===== src/rtl/draw_line.sv =====
// Bresenham line rasteriser: latches two endpoints on start and emits one pixel per accepted cycle.
// Optional on-screen clipping is enabled by defining DRAW_LINE_CLIP_EN.
module draw_line #(
  parameter logic [9:0] H_MAX = 10'd639,
  parameter logic [9:0] V_MAX = 10'd479
) (
  input  logic       Clk,
  input  logic       Reset_n,
  input  logic       draw_line_start,
  input  logic [9:0] x0,
  input  logic [9:0] y0,
  input  logic [9:0] x1,
  input  logic [9:0] y1,
  input  logic       pixel_ready,
  output logic [9:0] DrawX,
  output logic [9:0] DrawY,
  output logic       pixel_valid,
  output logic       draw_line_done
);

  typedef enum logic [1:0] {ST_WAIT, ST_INIT, ST_DRAW, ST_DONE} state_t;

  state_t r_state;
  state_t w_state_nxt;

  logic [9:0]         r_x0, r_y0, r_x1, r_y1;
  logic [9:0]         r_cur_x, r_cur_y;
  logic signed [10:0] r_dx, r_dy;
  logic               r_sx_neg, r_sy_neg;
  logic signed [11:0] r_err;

  logic [10:0]        w_adx, w_ady;
  logic signed [12:0] w_e2, w_dx13, w_dy13;
  logic signed [11:0] w_dx12, w_dy12, w_err_nxt;
  logic               w_step_x, w_step_y;
  logic               w_at_end, w_in_draw, w_accept, w_offscreen;

  assign w_adx = (r_x1 >= r_x0) ? {1'b0, r_x1 - r_x0} : {1'b0, r_x0 - r_x1};
  assign w_ady = (r_y1 >= r_y0) ? {1'b0, r_y1 - r_y0} : {1'b0, r_y0 - r_y1};

  assign w_e2     = {r_err, 1'b0};
  assign w_dx13   = {{2{r_dx[10]}}, r_dx};
  assign w_dy13   = {{2{r_dy[10]}}, r_dy};
  assign w_dx12   = {r_dx[10], r_dx};
  assign w_dy12   = {r_dy[10], r_dy};
  assign w_step_x = (w_e2 >= w_dy13);
  assign w_step_y = (w_e2 <= w_dx13);
  assign w_err_nxt = r_err + (w_step_x ? w_dy12 : 12'sd0) + (w_step_y ? w_dx12 : 12'sd0);

  assign w_at_end    = (r_cur_x == r_x1) && (r_cur_y == r_y1);
  assign w_in_draw   = (r_state == ST_DRAW);
  assign w_offscreen = (r_cur_x > H_MAX) || (r_cur_y > V_MAX);

`ifdef DRAW_LINE_CLIP_EN
  // Off-screen points are skipped silently so the walk never waits on the frame buffer.
  assign w_accept    = pixel_ready || w_offscreen;
  assign pixel_valid = w_in_draw && !w_offscreen;
`else
  assign w_accept    = pixel_ready;
  assign pixel_valid = w_in_draw;

  a_on_screen: assert property (@(posedge Clk) disable iff (!Reset_n) w_in_draw |-> !w_offscreen);
`endif

  assign DrawX          = r_cur_x;
  assign DrawY          = r_cur_y;
  assign draw_line_done = (r_state == ST_DONE);

  always_ff @(posedge Clk or negedge Reset_n) begin
    if (!Reset_n) begin
      r_state <= ST_WAIT;
    end else begin
      r_state <= w_state_nxt;
    end
  end

  always_comb begin
    w_state_nxt = r_state;
    case (r_state)
      ST_WAIT: if (draw_line_start) w_state_nxt = ST_INIT;
      ST_INIT: w_state_nxt = ST_DRAW;
      ST_DRAW: if (w_accept && w_at_end) w_state_nxt = ST_DONE;
      ST_DONE: if (!draw_line_start) w_state_nxt = ST_WAIT;
      default: w_state_nxt = ST_WAIT;
    endcase
  end

  always_ff @(posedge Clk or negedge Reset_n) begin
    if (!Reset_n) begin
      r_x0     <= '0;
      r_y0     <= '0;
      r_x1     <= '0;
      r_y1     <= '0;
      r_cur_x  <= '0;
      r_cur_y  <= '0;
      r_dx     <= '0;
      r_dy     <= '0;
      r_sx_neg <= 1'b0;
      r_sy_neg <= 1'b0;
      r_err    <= '0;
    end else begin
      case (r_state)
        ST_WAIT: begin
          if (draw_line_start) begin
            r_x0 <= x0;
            r_y0 <= y0;
            r_x1 <= x1;
            r_y1 <= y1;
          end
        end
        ST_INIT: begin
          r_dx     <= $signed(w_adx);
          r_dy     <= -$signed(w_ady);
          r_sx_neg <= !(r_x0 < r_x1);
          r_sy_neg <= !(r_y0 < r_y1);
          r_err    <= $signed({1'b0, w_adx}) - $signed({1'b0, w_ady});
          r_cur_x  <= r_x0;
          r_cur_y  <= r_y0;
        end
        ST_DRAW: begin
          // The final point is consumed without stepping, so coordinates never leave the segment.
          if (w_accept && !w_at_end) begin
            if (w_step_x) r_cur_x <= r_cur_x + (r_sx_neg ? 10'h3FF : 10'h001);
            if (w_step_y) r_cur_y <= r_cur_y + (r_sy_neg ? 10'h3FF : 10'h001);
            r_err <= w_err_nxt;
          end
        end
        default: ;
      endcase
    end
  end

endmodule


===== config.mk =====
export PLATFORM = sky130hd
export DESIGN_NAME = draw_line
export DESIGN_NICKNAME = d
export VERILOG_FILES = /design/src/rtl/draw_line.sv
export SDC_FILE = /design/constraint.sdc
export NUM_CORES = 1
export LEC_CHECK = 0
export CORE_ASPECT_RATIO = 0.75
export CORE_UTILIZATION = 45
export CTS_CLUSTER_SIZE = 30
export DETAILED_ROUTE_END_ITERATION = 10
export MAX_ROUTING_LAYER = met4
export PLACE_DENSITY = 0.66
export SLEW_MARGIN = 5
export SYNTH_ARGS = -nofsm -noshare
export SYNTH_HDL_FRONTEND = slang
export SYNTH_SLANG_ARGS = --single-unit

===== constraint.sdc =====
create_clock -name Clk -period 4.7 [get_ports Clk]
set_input_delay 1.175 -clock Clk [delete_from_list [all_inputs] [get_ports Clk]]
set_output_delay 1.175 -clock Clk [all_outputs]
set_load 0.005 [all_outputs]

==> results.json, run 1 <==
{
  "outcome": "completed",
  "tightest_slew_ps": 1065,
  "grt_pass1_wl_um": 37540,
  "timing.critical_path.to_type": "flip-flop",
  "clock_latency_ps": 370,
  "synth-edff-count": 0,
  "r2r_start": "r_err[8]",
  "cp.required_ps": 4930,
  "crit_path_frequent_cell": "a21oi_1",
  "critPathKind": "reg2reg",
  "routed_wl_um": 23410,
  "antenna_found_initial": 0,
  "fin_skew_ps": 12.68,
  "fp.dieH_um": 123.7,
  "cp.arrival_ps": 4720,
  "vias_per_cell": 5.575,
  "ff2ff_path_depth": 16,
  "yosys.area.top_type": "dfrtp_1",
  "slew_viol_final": 0,
  "coreArea_um2": 19380,
  "slew_headroom_pct": 28.89,
  "synthFlopType": "dfrtp_1",
  "drc": 0,
  "root_buffer": "clkbuf_16",
  "numCtsBuffers": 9,
  "gr-usage-all-layers_pct": 25.01,
  "grt_pass1_vias": 6949,
  "cts_hold_buf": 0,
  "dieArea_um2": 20330,
  "period_needed_ps": 4492,
  "hpwl_um": 18230,
  "worst_path_max_delay_cell": "a2111oi_0",
  "clockBufferDepth": 2,
  "path_max_fanout": 9,
  "via_count": 7242,
  "fmax_mhz": 222.6,
  "multi_input_area_um2": 6032,
  "clkSinkCount": 97,
  "ys_top_cells_by_count": "104 x ha_1, 104 x inv_1, 97 x dfrtp_1",
  "synthDominantCellAreaShare_pct": 27.30,
  "seq_area_frac_synth_pct": 27.30,
  "start_kind": "flip-flop",
  "drv_cap": 0,
  "layout-drive-gt1-share_pct": 10.90,
  "async_flop_share_pct": 100.0,
  "ant_nets": 0,
  "setup_tns_ps": 0,
  "min_from": "r_x0[5]",
  "ys_seq_elements": 97,
  "wl_per_cell_um": 18.02,
  "cts_tree": "built",
  "syn-num-nets": 1155,
  "num_io_pins": 66,
  "whs_endpoint": "r_x0[5]",
  "grt_max_degree": 73,
  "initial_core_util_pct": 45.89,
  "timing.rr.end": "r_err[10]",
  "cts.reportedPaths.clkPinSlew_ps": 80,
  "regArea_um2": 2427,
  "worstPathCellList": "buf_4 > ha_1 > a2111oi_0 > a211o_1 > and2_1 > fa_1 > ha_1 > a21o_1 > a21oi_2 > nand2b_1 > a21oi_1 > o41ai_2 > o21ai_1 > xor2_1 > a21oi_1 > a21oi_1",
  "firstDrtPassIters": 4,
  "synth_cells": 989,
  "gp_congestion": 0.9566,
  "portBuffers": 65,
  "synth_area_leaders": "dfrtp_1 27%, ha_1 15%, mux2_2 6.2%",
  "hold_class": "reg2reg",
  "fin_crit_sh_pct": 95.58,
  "setup_viol": 0,
  "synth.avg_cell_area_um2": 8.991,
  "fin_nets": 1208,
  "rows": 44,
  "areaGrowthSynthToFinish_pct": 14.56,
  "n_fill_cell": 1808,
  "synth_cell_types": 72,
  "synth-warning-count": 0,
  "grt-ovfl-total": 0,
  "drtIter0Drc": 504,
  "die_w_um": 164.3,
  "hold_path_depth": 1,
  "critical_path.max_stage_delay_ps": 700,
  "r2r_setup_slack_ps": 210,
  "htree_levels": 3,
  "hold_viol_final": 0,
  "insertedDiodeCount": 0,
  "syn_area_um2": 8892
}
layout by cell type (no fill, tap or decap), drive strengths merged, types with 3 or more instances in the layout:
master | synthesis | final
o21a | 5 | 5
nand2b | 14 | 14
and3 | 3 | 3
a31oi | 14 | 14
or3 | 6 | 6
xnor2 | 38 | 38
a21boi | 3 | 3
and2 | 23 | 23
o21bai | 7 | 7
ha | 104 | 104
clkdlybuf4s50 | 0 | 64
o221ai | 3 | 3
o21ai | 55 | 55
a31o | 3 | 3
a2111oi | 3 | 3
clkbuf | 23 | 9
and4 | 6 | 6
a221oi | 4 | 4
a21o | 35 | 35
nor4 | 10 | 10
buf | 12 | 13
nand2 | 72 | 72
nand3 | 18 | 18
fa | 18 | 18
mux2 | 50 | 50
xor2 | 29 | 29
a21oi | 71 | 71
nand3b | 3 | 3
dfrtp | 97 | 97
nor2b | 13 | 13
nor3 | 16 | 16
a211o | 4 | 4
or2 | 6 | 6
mux2i | 21 | 21
nand4 | 11 | 11
inv | 104 | 109
o211ai | 9 | 9
nor2 | 44 | 44
a211oi | 7 | 7
worst max-delay path: cells and delay by family (launching register included):
family,cells,cell delay [ps]
flops,1,380
simple gates,2,310
compound gates,9,2290
buf+inv,1,160
xor+xnor,1,160
fa+ha+maj,3,1070
layer usage:
| layer | up-vias | track usage [%] | share of wire [%] |
|---|---|---|---|
| li1 | 3573 | - | - |
| met1 | 3458 | 38.02 | 53 |
| met2 | 199 | 34.89 | 40 |
| met3 | 12 | 3.863 | 5.4 |
| met4 | 0 | 4.167 | 0.93 |
| met5 | - | - | 0 |
final cells by class:
type | instances | share of cell area [%]
Clock inverter | 6 | 0.5650
Sequential cell | 97 | 23.83
Tap cell | 253 | 3.107
Multi-Input combinational cell | 753 | 59.21
Timing Repair Buffer | 77 | 7.246
Inverter | 104 | 3.832
Clock buffer | 9 | 2.211
repair_timing:
item / 4_1_cts / 5_1_grt
setup endpoints to repair: 0 / 7
resized for setup: 0 / 23
hold endpoints to repair: 0 / 0
buffers inserted: 0 / 1
registers in the layout, summed over array words and instances (netlist names):
register	flops
r_sx_neg	1
DrawY	10
DrawX	10
r_y1	10
r_sy_neg	1
r_x0	10
r_y0	10
r_dy	11
r_state	2
r_dx	10
r_err	12
r_x1	10
worst max-delay path by stage:
stage	start	endpoint	slack, ps	cells after the start
2_1_floorplan	r_dy[10]	r_err[10]	330	20
3_3_place_gp	r_x1[0]	r_err[10]	150	20
3_5_place_dp	r_x1[0]	r_err[11]	60	20
4_1_cts	r_x1[0]	r_err[11]	10	20
5_1_grt	r_x1[0]	r_err[7]	-10	19
6_report	r_err[8]	r_err[10]	210	16
kinds of logic (layout without fill, tap and decap cells):
logic type / after synthesis / after routing / share of synthesized area, %
and+or+nand+nor: 250 / 250 / 14.63
AOI/OAI and AO/OA: 243 / 243 / 18.00
buffers and inverters: 139 / 196 / 6.092
adders and majority gates: 122 / 122 / 18.69
DFF: 97 / 97 / 27.30
muxes: 71 / 71 / 8.696
xor gates and xnor gates: 67 / 67 / 6.599
through the flow:
stage / instances / area, µm² / hold slack [ps] / utilization [%] / setup slack, ps
2_1_floorplan: 989 / 8892 / 494.9 / - / 328.6
3_3_place_gp: 1283 / 9794 / 530.5 / 50.54 / 152.6
3_5_place_dp: 1283 / 9794 / 530.3 / 50.54 / 57.33
4_1_cts: 1298 / 10080 / 547.0 / 52.00 / 12.23
5_1_grt: 1299 / 10190 / 574.8 / 52.57 / -13.84
6_report: 1299 / 10190 / 545.5 / 52.57 / 207.9
Power of run 1 is left out: the tool's default activity adds up to more than one toggle a clock period on the data nets, which glitch-free logic cannot reach.
==> inputs of run 2 (changes only) <==
Settings changed: PLACE_DENSITY 0.66 to default, SETUP_SLACK_MARGIN from default to 0.15.
Clock period 4.7 ns to 4.15 ns, I/O delays scaled along.
==> run 2 against run 1 <==
Compared with the run above: sequential cell count is the same; via count increased by 7.3%; critical path depth is 5 higher; clock skew increased by 6.7 ps; die area is the same; worst setup slack worse by 320 ps; the flow now finishes with violations (setup timing); highest routed layer unchanged; first-iteration DRC count increased by 19%; register-to-register slack got worse by 320 ps; count of clock-buffer cells in the layout unchanged; non-clock buffer count increased by 135; design area grew 12%; hold slack gained 13 ps.
==> results.json, run 2 (same netlist as run 1, synthesis figures left out) <==
{
  "antenna_found_initial": 0,
  "gp_congestion": 0.9625,
  "clockBufferDepth": 2,
  "layout_common_cells": "138 x buf_4, 101 x inv_1, 97 x ha_1",
  "tightest_slew_ps": 1029,
  "grt-ovfl-total": 0,
  "critical_path.max_stage_delay_ps": 480,
  "grt_max_degree": 66,
  "cpLargestDelayFamily": "adder cells",
  "cp.arrival_ps": 4530,
  "initial_core_util_pct": 45.89,
  "timing.critical_path.to_type": "flip-flop",
  "clock_latency_ps": 360,
  "period_needed_ps": 4264,
  "layout-drive-gt1-share_pct": 23.62,
  "drtIter0Drc": 599,
  "fin_nets": 1343,
  "critPathKind": "reg2reg",
  "num_io_pins": 66,
  "coreArea_um2": 19380,
  "drv_cap": 0,
  "htree_levels": 3,
  "fin_crit_sh_pct": 102.8,
  "rsz0062_at_grt": "true",
  "drc": 0,
  "dpl_cell_area_um2": 10740,
  "outcome": "finished, violations left",
  "hold_viol_final": 0,
  "rows": 44,
  "regMostFlops": "r_err",
  "routed_wl_um": 25840,
  "hpwl_um": 20330,
  "gr-max-usage-layer": "met1",
  "layout_commonest_cell": "buf_4",
  "largest_reg_flops": 12,
  "firstDrtPassIters": 5,
  "dieArea_um2": 20330,
  "slew_viol_final": 0,
  "vias_per_cell": 5.418,
  "crit_path_frequent_cell": "buf_4",
  "cts.reportedPaths.clkPinSlew_ps": 80,
  "grtUsageMet1_pct": 41.53,
  "grt_pass1_wl_um": 41140,
  "root_buffer": "clkbuf_16",
  "hold_class": "reg2reg",
  "met3_usage_pct": 3.863,
  "path_buf_inv": 4,
  "reg.largest.list": "r_err (12), r_dy (11)",
  "met2_usage_pct": 38.69,
  "portBuffers": 65,
  "setup_viol": 5,
  "die_w_um": 164.3,
  "areaGrowthSynthToFinish_pct": 28.62,
  "slew_headroom_pct": 31.42,
  "worstPathCellList": "ha_1 > nand4_1 > or2_1 > o21ba_4 > buf_6 > nand2_2 > o211ai_1 > buf_4 > buf_4 > buf_4 > and2_1 > fa_1 > ha_2 > o21ai_2 > a21oi_2 > o21ai_1 > nand2b_1 > a31oi_4 > xnor2_2 > nand2_1 > a31oi_1",
  "violations": "setup timing",
  "fin_area_um2": 11440,
  "via_count": 7770,
  "cts_tree": "built",
  "clkSinkCount": 97,
  "fp.dieH_um": 123.7,
  "fmax_mhz": 234.5,
  "fin_skew_ps": 19.36,
  "ant_nets": 0,
  "gr-usage-all-layers_pct": 27.48,
  "insertedDiodeCount": 0,
  "r2r_setup_slack_ps": -110,
  "numCtsBuffers": 9,
  "grt_pass1_vias": 7544,
  "n_fill_cell": 1747,
  "wl_per_cell_um": 18.02,
  "path_max_fanout": 7,
  "cts_hold_buf": 0,
  "start_kind": "flip-flop",
  "setup_slack_ps": -114.3,
  "cp.required_ps": 4410,
  "worst_path_max_delay_cell": "fa_1"
}
-- run 2: changes by cell type in the layout (fill, tap and decap cells not counted), sizes merged --
cell	change
inv	-1
bufinv	+1
buf	+135
-- run 2: final cells by class --
cell class / count / area [µm²] / area share [%]
Multi-Input combinational cell: 753 / 6203 / 54.24
Sequential cell: 97 / 2429 / 21.23
Timing Repair Buffer: 212 / 1798 / 15.72
Inverter: 104 / 392.9 / 3.435
Tap cell: 253 / 316.6 / 2.768
Clock buffer: 9 / 225.2 / 1.969
Clock inverter: 6 / 72.57 / 0.6345
-- run 2: metrics by stage --
| stage | setup WS (ps) | utilization (%) | setup TNS (ps) | hold slack [ps] | instances |
|---|---|---|---|---|---|
| 6_report | -114.3 | 59.02 | -273.3 | 558.9 | 1434 |
| 5_1_grt | -340.1 | 59.02 | -1617 | 582.0 | 1434 |
| 4_1_cts | -170.5 | 57.88 | -390.4 | 560.6 | 1426 |
| 3_5_place_dp | -212.2 | 55.44 | -715.4 | 543.3 | 1397 |
| 3_3_place_gp | -107.9 | 55.44 | -277.0 | 532.1 | 1397 |
| 2_1_floorplan | 55.03 | - | 0 | 494.9 | 989 |
-- run 2: what timing repair did --
item,CTS,global route
setup endpoints to repair,7,9
setup buffers,14,8
resized for setup,24,34
pin swaps,43,18
-- run 2: per-layer routing --
layer	part of all wire (%)	wire, µm
met5	0	0
met4	1.2	306
met3	5.5	1427
met2	42	10750
met1	52	13350
-- run 2: path summary, 6_finish.rpt --
check / startpoint / endpoint / cells after the start
max in group asynchronous: Reset_n / r_err[9] / 2
hold / removal: r_dy[8] / r_dy[8] / 2
hold reg to reg: r_dy[8] / r_dy[8] / 2
min in group asynchronous: Reset_n / DrawX[5] / 1
setup / recovery: r_err[6] / r_err[9] / 21
setup reg to reg: r_err[6] / r_err[9] / 21
-- run 2: worst register-to-register path: stages, from the launching register on --
cell and delay, ps:
dfrtp_1 410, ha_1 310, nand4_1 130, or2_1 270, o21ba_4 230, buf_6 110, nand2_2 40, o211ai_1 80
buf_4 160, buf_4 130, buf_4 150, and2_1 180, fa_1 490, ha_2 410, o21ai_2 100, a21oi_2 160
o21ai_1 90, nand2b_1 140, a31oi_4 130, xnor2_2 210, nand2_1 80, a31oi_1 180
Power of run 2 is left out for the same reason.
